## src/rtl/score_display_pkg.sv

```systemverilog
// Shared constants, FSM state type and helper function for the score display driver.
package score_display_pkg;

  // Active-low segment patterns, bit 0 = segment a .. bit 6 = segment g.
  localparam logic [6:0] SEG_BLANK = 7'b1111111;
  localparam logic [6:0] SEG_DASH  = 7'b0111111;
  localparam logic [6:0] SEG_ZERO  = 7'b1000000;

  typedef enum logic [1:0] {
    StIdle,
    StShift,
    StUpdate
  } state_e;

  // 10^n, evaluated at elaboration time to derive the display limit.
  function automatic longint unsigned pow10(input int unsigned n);
    longint unsigned r;
    r = 64'd1;
    for (int unsigned i = 0; i < n; i++) begin
      r = r * 64'd10;
    end
    return r;
  endfunction

endpackage

```

## src/rtl/hex_to_seg.sv

```systemverilog
// Combinational BCD digit to active-low seven-segment decoder. Non-decimal codes blank.
module hex_to_seg
  import score_display_pkg::*;
(
  input  logic [3:0] i_digit,
  output logic [6:0] o_seg
);

  // Digit lookup; anything above 9 is shown as blank.
  always_comb begin
    o_seg = SEG_BLANK;
    case (i_digit)
      4'd0:    o_seg = 7'b1000000;
      4'd1:    o_seg = 7'b1111001;
      4'd2:    o_seg = 7'b0100100;
      4'd3:    o_seg = 7'b0110000;
      4'd4:    o_seg = 7'b0011001;
      4'd5:    o_seg = 7'b0010010;
      4'd6:    o_seg = 7'b0000010;
      4'd7:    o_seg = 7'b1111000;
      4'd8:    o_seg = 7'b0000000;
      4'd9:    o_seg = 7'b0010000;
      default: o_seg = SEG_BLANK;
    endcase
  end

endmodule

```

## src/rtl/score_display.sv

```systemverilog
// Sequential binary-to-BCD (double-dabble) seven-segment display driver.
// One bit is converted per clock; the display registers update atomically when the
// conversion completes. A load arriving while busy is queued (latest value wins).
// Optional feature macro: SCORE_DISPLAY_BLANK_EN enables leading-zero blanking.
module score_display
  import score_display_pkg::*;
#(
  parameter int unsigned DIGITS  = 4,
  parameter int unsigned VALUE_W = 14
) (
  input  logic                  clk,
  input  logic                  resetn,
  input  logic [VALUE_W-1:0]    value,
  input  logic                  load,
  output logic                  busy,
  output logic                  done,
  output logic                  overflow,
  output logic [7*DIGITS-1:0]   hex
);

  localparam int unsigned     BcdW = 4 * DIGITS;
  localparam int unsigned     CntW = $clog2(VALUE_W + 1);
  localparam longint unsigned MAX  = pow10(DIGITS) - 64'd1;

`ifdef SCORE_DISPLAY_BLANK_EN
  localparam logic [6:0] SegLead = SEG_BLANK;
`else
  localparam logic [6:0] SegLead = SEG_ZERO;
`endif

  // Reset display: units digit shows 0, upper digits follow the blanking setting.
  function automatic logic [7*DIGITS-1:0] hex_reset_value();
    logic [7*DIGITS-1:0] v;
    v = '0;
    for (int unsigned d = 0; d < DIGITS; d++) begin
      v[7*d+:7] = (d == 0) ? SEG_ZERO : SegLead;
    end
    return v;
  endfunction

  localparam logic [7*DIGITS-1:0] HexRst = hex_reset_value();

  // State and datapath registers
  state_e               r_state;
  state_e               w_state_d;
  logic [VALUE_W-1:0]   r_bin;
  logic [BcdW-1:0]      r_bcd;
  logic [CntW-1:0]      r_cnt;
  logic                 r_ovf_cap;
  logic                 r_pend;
  logic [VALUE_W-1:0]   r_pend_val;
  logic                 r_done;
  logic                 r_overflow;
  logic [7*DIGITS-1:0]  r_hex;

  // Next-state / control wires
  logic                 w_start;
  logic [VALUE_W-1:0]   w_start_val;
  logic                 w_start_ovf;
  logic                 w_pend_d;
  logic [VALUE_W-1:0]   w_pend_val_d;
  logic [BcdW-1:0]      w_bcd_adj;
  logic [BcdW-1:0]      w_bcd_shift;
  logic [7*DIGITS-1:0]  w_seg;
  logic [DIGITS-1:0]    w_blank;
  logic [7*DIGITS-1:0]  w_hex_d;

  // FSM state register
  always_ff @(posedge clk or negedge resetn) begin
    if (!resetn) begin
      r_state <= StIdle;
    end else begin
      r_state <= w_state_d;
    end
  end

  // Next state, conversion start selection and pending-request bookkeeping
  always_comb begin
    w_state_d    = r_state;
    w_start      = 1'b0;
    w_start_val  = value;
    w_pend_d     = r_pend;
    w_pend_val_d = r_pend_val;
    unique case (r_state)
      StIdle: begin
        if (load) begin
          w_start   = 1'b1;
          w_state_d = StShift;
        end
      end
      StShift: begin
        if (load) begin
          w_pend_d     = 1'b1;
          w_pend_val_d = value;
        end
        if (r_cnt == CntW'(1)) begin
          w_state_d = StUpdate;
        end
      end
      StUpdate: begin
        if (r_pend) begin
          // Restart from the queued value; a load this cycle becomes the new queue entry.
          w_start      = 1'b1;
          w_start_val  = r_pend_val;
          w_state_d    = StShift;
          w_pend_d     = load;
          if (load) begin
            w_pend_val_d = value;
          end
        end else if (load) begin
          // Queued and consumed in the same cycle.
          w_start   = 1'b1;
          w_state_d = StShift;
        end else begin
          w_state_d = StIdle;
        end
      end
      default: w_state_d = StIdle;
    endcase
  end

  assign w_start_ovf = (64'(w_start_val) > MAX);

  // Add-3 correction on every nibble >= 5 ahead of the shift
  always_comb begin
    w_bcd_adj = r_bcd;
    for (int unsigned d = 0; d < DIGITS; d++) begin
      if (r_bcd[4*d+:4] >= 4'd5) begin
        w_bcd_adj[4*d+:4] = r_bcd[4*d+:4] + 4'd3;
      end
    end
  end

  assign w_bcd_shift = {w_bcd_adj[BcdW-2:0], r_bin[VALUE_W-1]};

  // Conversion datapath: capture on start, shift one bit per SHIFT cycle
  always_ff @(posedge clk or negedge resetn) begin
    if (!resetn) begin
      r_bin     <= '0;
      r_bcd     <= '0;
      r_cnt     <= '0;
      r_ovf_cap <= 1'b0;
    end else if (w_start) begin
      r_bin     <= w_start_val;
      r_bcd     <= '0;
      r_cnt     <= CntW'(VALUE_W);
      r_ovf_cap <= w_start_ovf;
    end else if (r_state == StShift) begin
      r_bin <= r_bin << 1;
      r_bcd <= w_bcd_shift;
      r_cnt <= r_cnt - CntW'(1);
    end
  end

  // Pending request register; a later load overwrites the stored value
  always_ff @(posedge clk or negedge resetn) begin
    if (!resetn) begin
      r_pend     <= 1'b0;
      r_pend_val <= '0;
    end else begin
      r_pend     <= w_pend_d;
      r_pend_val <= w_pend_val_d;
    end
  end

  // Per-digit segment decoders on the finished BCD accumulator
  for (genvar g = 0; g < DIGITS; g++) begin : g_seg
    hex_to_seg u_hex_to_seg (
      .i_digit (r_bcd[4*g+:4]),
      .o_seg   (w_seg[7*g+:7])
    );
  end

`ifdef SCORE_DISPLAY_BLANK_EN
  logic w_seen_nz;

  // Blank zero digits above the most significant non-zero digit; units never blanks
  always_comb begin
    w_blank   = '0;
    w_seen_nz = 1'b0;
    for (int d = DIGITS - 1; d >= 1; d--) begin
      if (r_bcd[4*d+:4] != 4'd0) begin
        w_seen_nz = 1'b1;
      end
      w_blank[d] = ~w_seen_nz;
    end
  end
`else
  assign w_blank = '0;
`endif

  // Display image: dashes on overflow, otherwise decoded digits with blanking mask
  always_comb begin
    w_hex_d = '0;
    for (int unsigned d = 0; d < DIGITS; d++) begin
      if (r_ovf_cap) begin
        w_hex_d[7*d+:7] = SEG_DASH;
      end else if (w_blank[d]) begin
        w_hex_d[7*d+:7] = SEG_BLANK;
      end else begin
        w_hex_d[7*d+:7] = w_seg[7*d+:7];
      end
    end
  end

  // Output registers: only written in UPDATE, so partial results never reach the pins
  always_ff @(posedge clk or negedge resetn) begin
    if (!resetn) begin
      r_hex      <= HexRst;
      r_overflow <= 1'b0;
      r_done     <= 1'b0;
    end else begin
      r_done <= (r_state == StUpdate);
      if (r_state == StUpdate) begin
        r_hex      <= w_hex_d;
        r_overflow <= r_ovf_cap;
      end
    end
  end

  assign busy     = (r_state != StIdle);
  assign done     = r_done;
  assign overflow = r_overflow;
  assign hex      = r_hex;

endmodule

```

## config.mk

```make
export PLATFORM = sky130hd
export DESIGN_NAME = score_display
export DESIGN_NICKNAME = d
export VERILOG_FILES = /design/src/rtl/score_display_pkg.sv /design/src/rtl/hex_to_seg.sv /design/src/rtl/score_display.sv
export SDC_FILE = /design/constraint.sdc
export NUM_CORES = 1
export LEC_CHECK = 0
export BUFFER_PORTS_ARGS = -buffer_cell sky130_fd_sc_hd__buf_2
export CORE_MARGIN = 4
export CORE_UTILIZATION = 34
export CTS_CLUSTER_SIZE = 10
export DETAILED_ROUTE_END_ITERATION = 6
export GPL_ROUTABILITY_DRIVEN = 0
export GPL_TIMING_DRIVEN = 1
export PLACE_DENSITY = 0.53
export SKIP_CTS_REPAIR_TIMING = 1
export SYNTH_ARGS = -nofsm -noshare
export SYNTH_HDL_FRONTEND = slang
export SYNTH_HIERARCHICAL = 1
export SYNTH_SLANG_ARGS = --single-unit
```

## constraint.sdc

```tcl
create_clock -name clk -period 1.6 [get_ports clk]
set_input_delay 0.32 -clock clk [delete_from_list [all_inputs] [get_ports clk]]
set_output_delay 0.32 -clock clk [all_outputs]
set_load 0.05 [all_outputs]
```

# After elaboration in Yosys (flattened, before gate mapping)
# Memories as Yosys holds them, arrays and structs flattened.
# Index checks and enable logic that the tools add are counted.
# W data, S select, Z words.
# totals
elab_cells,68
input_bits,17
mem_bits_ro,448
memories,4
regBits,82
out_inout_bits,31
# classes
reduce_logical,7
magnitude_cmp,5
n_eq_ne,7
muxes,30
addsub,5
# mem_list
name,depth,word_bits,read_ports,rd_clocked_by_memory_dff,wr,line_no,text
(name not given),16,7,1,0,0,hex_to_seg.sv:12,case (i_digit)
(name not given),16,7,1,0,0,hex_to_seg.sv:12,
(name not given),16,7,1,0,0,hex_to_seg.sv:12,
(name not given),16,7,1,0,0,hex_to_seg.sv:12,
# op_table
operator,count
$mux W14,6
$mux W16,2
$mux W7,4
$pmux W14 S2,1
$mux W4,5
$ge A4 B3 Y1 const B,4
$gt A14 B14 Y1 const B,1
$add A4 B2 Y4 const B,3
$ne A2 B2 Y1 const B,4
$mux W1,6
$pmux W2 S3,1
$reduce_and A2 Y1,3
$reduce_bool A2 Y1,3
$eq A4 B1 Y1 const B,1
$mux W2,2
$pmux W1 S2,2
$sub A4 B1 Y4 const B,1
$add A3 B2 Y3 const B,1
$mux W3,1
$eq A2 B1 Y1 const B,1
$eq A2 B2 Y1 const B,1
$logic_not A2 Y1,1

# Longest topological paths before layout
# logic_depth
ltp_word,4
ltp_mapped,7
ltp_nobuf,7

# Hierarchy
# Netlist, hierarchy kept.
# modules_own_cells
module,cells_each,area_each_um2,instances
score_display,376,3829.9,1
hex_to_seg at g_seg[0].u_hex_to_seg ...,33,210.2,3
hex_to_seg at g_seg[3].u_hex_to_seg,31,200.2,1

# Least setup slack after synthesis
# No wires, ideal clock.
# synth_path
kind,register -> register
startpoint,reg r_bcd[5]
endpoint,reg r_bcd[6]
path_buffers,0
arrival_ps,1511
slack_ps,6
t_required_ps,1517
path_stages_with_launch,7
setup_time_ps,83
path_cell_list,dfrtp_1 -> inv_1 -> ha_1 -> nand2b_1 -> a21oi_1 -> mux2_2 -> o22ai_1
# synth_via
elab_chain_cells,4
# synth_lines
item,line_no,text
from (decl),score_display.sv:47,logic [BcdW-1:0] r_bcd;
from (signal assigned),score_display.sv:150,r_bcd <= w_bcd_shift;
$add A4 B2 Y4 / $ge A4 B3 Y1 (equally long branches),"score_display.sv:129, score_display.sv:128",
$mux W4 (*),score_display.sv:128,if (r_bcd[4*d+:4] >= 4'd5) begin
$mux W16 (*),score_display.sv:148,end else if (r_state == StShift) begin
$mux W16 (*),score_display.sv:143,end else if (w_start) begin
# Mark *: on every way between the ends. The rest lies on a longest branch, timed or not. The select of a mux whose other input is x is not followed.
# A chain may end at the register's enable or synchronous reset.

# Worst setup path after layout
# layout_path
startpoint,reg r_state[1]
endpoint,out busy
# layout_via
elab_chain_cells,1
# layout_lines
item,line_no,text
from (decl),score_display.sv:44,state_e r_state;
from (signal assigned),score_display.sv:71,r_state <= StIdle;
from (signal assigned),score_display.sv:73,r_state <= w_state_d;
$reduce_bool A2 Y1,score_display.sv:221,assign busy = (r_state != StIdle);
to (decl),score_display.sv:15,"output logic busy,"
# Every way passes these cells.

==> qor.yml <==
required_ns: 1.28
rows: 42
hold_viol_final: 0
ir_worst_vdd_mv: 0.912
insertion_delay_ns: 0.35
seq_area_frac_synth_pct: 44.1
p_int_mw: 7.06
antenna_left: 0
r2r_start: "r_bcd[1]"
area_delta_synth_final_pct: 21.4
cts_tree: "done"
fin_setup_tns_ns: -0.00107
synth_warnings: 6
ioPinCount: 48
numPortBuffers: 47
cp_num_buf_inv: 2
synthDistinctLibCells: 44
synth_area_sq_um: 4660
drt_iter0_drc: 187
path_cells: "buf_6 > or2_4 > buf_8"
place_hpwl_um: 7030
maxCapViolCount: 0
drive_gt1_share_pct: 24.6
wirelength_um: 10100
clkPwrFrac_pct: 17.7
status: "finished, violations left"
drcViolationCount: 0
violations: "negative setup slack"
start_util_pct: 34.9
dp_cells: 730
layout_commonest_cell: "nand2_1"
async_flop_share_pct: 100
design_area_sq_um: 5660
nNetsFinal: 616
utilization_pct: 42.4
cts_buffers: 9
pwr-share-comb_pct: 51.9
finalClockSkew_ns: 0.00896
syn_inst: 506
clock-root-buffer: "clkbuf_16"
setup_viol: 1
cts_num_sinks: 82
h-tree-depth: 3
sequentialPowerShare_pct: 30.4
layout_setup_ws_ns: -0.00107
die_y_um: 125
cp_max_fo: 4
slowest_stage: "dfrtp_1"
crit_type: "flip-flop to output pin"
final_cell_count_no_fill: 750
end_kind: "output pin"
dr_total_vias: 3628
antenna_found_initial: 0
grt_pass1_vias: 3678
fin_crit_sh_pct: 100
diodes: 0
dpl_worst_slack_ns: -0.0500
core_area_sq_um: 13300
synth-edff-count: 0
placed_area_sq_um: 5240
slowest_delay_ns: 0.42
synth_ff_type: "dfrtp_1"
grt_usage_pct: 13.6
powerDensity_nw_per_um2: 2220
cp_top_family: "flip-flops"
r2r_setup_slack_ns: 0.06
leakagePower_nw: 2.61
final_cell_mix: "76 x nand2_1, 74 x dfrtp_1, 64 x o21ai_0"
vias_per_cell: 4.84
max_slew.worst_pin.slew_ns: 0.446
fp.dieArea_sq_um: 15600
clkTransAtPathRegs_ns: 0.06
first_pass_iters: 4
syn_nets: 553
cp.arrival_ns: 1.28
p_switching_mw: 5.52
clk_path_buf_depth: 2
die_w_um: 125
grt_max_degree: 83
r2r-end: "r_bcd[2]"
fmax_ghz: 0.625
rsz0062_at_grt: "true"
grt_pass1_wl_um: 17700
p_sw_share_pct: 43.8
max_slew_margin_pct: 70.3
syn_area_per_cell_sq_um: 9.21
gr-total-overflow: 0
synth_seq_cells: 82
reg2reg_depth: 6
hold_class: "input port to asynchronous set/reset pin"
period_needed_ns: 1.60
cp-start-kind: "flip-flop"
slew_viol_final: 0
wl_per_cell_um: 13.4
[how the worst max path moves through the flow]
stage                from  endpoint  slack, ns  cells after the start
2_1_floorplan    r_bcd[5]  r_bcd[6]      0.006                      6
3_3_place_gp     r_bcd[4]  r_bcd[6]       0.08                      5
3_5_place_dp     r_bcd[0]  r_bcd[2]      -0.05                      6
4_1_cts        r_state[0]      busy      -0.13                      3
5_1_grt          r_bcd[1]  r_bcd[2]      -0.04                      6
6_report       r_state[1]      busy     -0.001                      3
[cell type report]
cell class / instances / area, sq um
clock buffers: 13 / 250
well taps: 176 / 220
fillers: 1326 / 7690
repair buffers: 83 / 592
flip-flops and latches: 82 / 2060
inverters: 24 / 90.1
multi-input cells: 369 / 2380
clock inverters: 3 / 65.1
[power groups by stage]
| stage | Sequential, mW | Clock [mW] | Combinational [mW] |
|---|---|---|---|
| after floorplan | 4.93 | 0 | 3.58 |
| after detailed placement | 3.84 | 0 | 6.34 |
| after global placement | 3.79 | 0 | 6.25 |
| final | 3.83 | 2.23 | 6.52 |
| after CTS | 3.81 | 2.30 | 6.36 |
| after global routing | 3.98 | 2.38 | 7.29 |
[cell usage after synthesis (all sizes together) (7+ instances only)]
cell / n / area (sq um)
mux2: 19 / 248
o21ai: 66 / 342
a21oi: 30 / 165
a221o: 10 / 100
ha: 30 / 375
dfrtp: 78 / 1950
inv: 24 / 90.1
nor2: 48 / 180
clkbuf: 8 / 30.0
nand2: 76 / 285
nand2b: 24 / 150
o22ai: 7 / 43.8
buf: 23 / 154
[flip-flops by register name (all words and copies together) (netlist names)]
| name | count |
|---|---|
| r_bin | 14 |
| r_ovf_cap | 1 |
| r_state | 2 |
| r_cnt | 4 |
| r_pend_val | 14 |
| overflow | 1 |
| hex | 28 |
| done | 1 |
| r_bcd | 16 |
| r_pend | 1 |
[layer usage]
layer	part of all wire, %	GRT usage [%]	vias to the layer above
met1	50	18.5	1690
met2	43	20.8	74
li1	-	-	1854
met5	0	0	-
met4	1.6	4.85	0
met3	5.0	3.92	10
[kinds of logic after synthesis]
| group | after synthesis | share of synthesized area (%) |
|---|---|---|
| and+or+nand+nor | 178 | 17.6 |
| buffers and inverters | 55 | 5.88 |
| muxes | 21 | 5.75 |
| AOI/OAI and AO/OA | 133 | 17.3 |
| xor gates and xnor gates | 7 | 1.32 |
| DFF | 82 | 44.1 |
| adders and majority gates | 30 | 8.05 |
[through the flow]
stage	total power, mW	hold slack [ns]
2_1_floorplan	8.51	0.0244
3_3_place_gp	10.0	0.384
3_5_place_dp	10.2	0.387
4_1_cts	12.5	0.0121
5_1_grt	13.7	0.0424
6_report	12.6	0.00405
No activity file was read; power rests on OpenSTA's default activity.
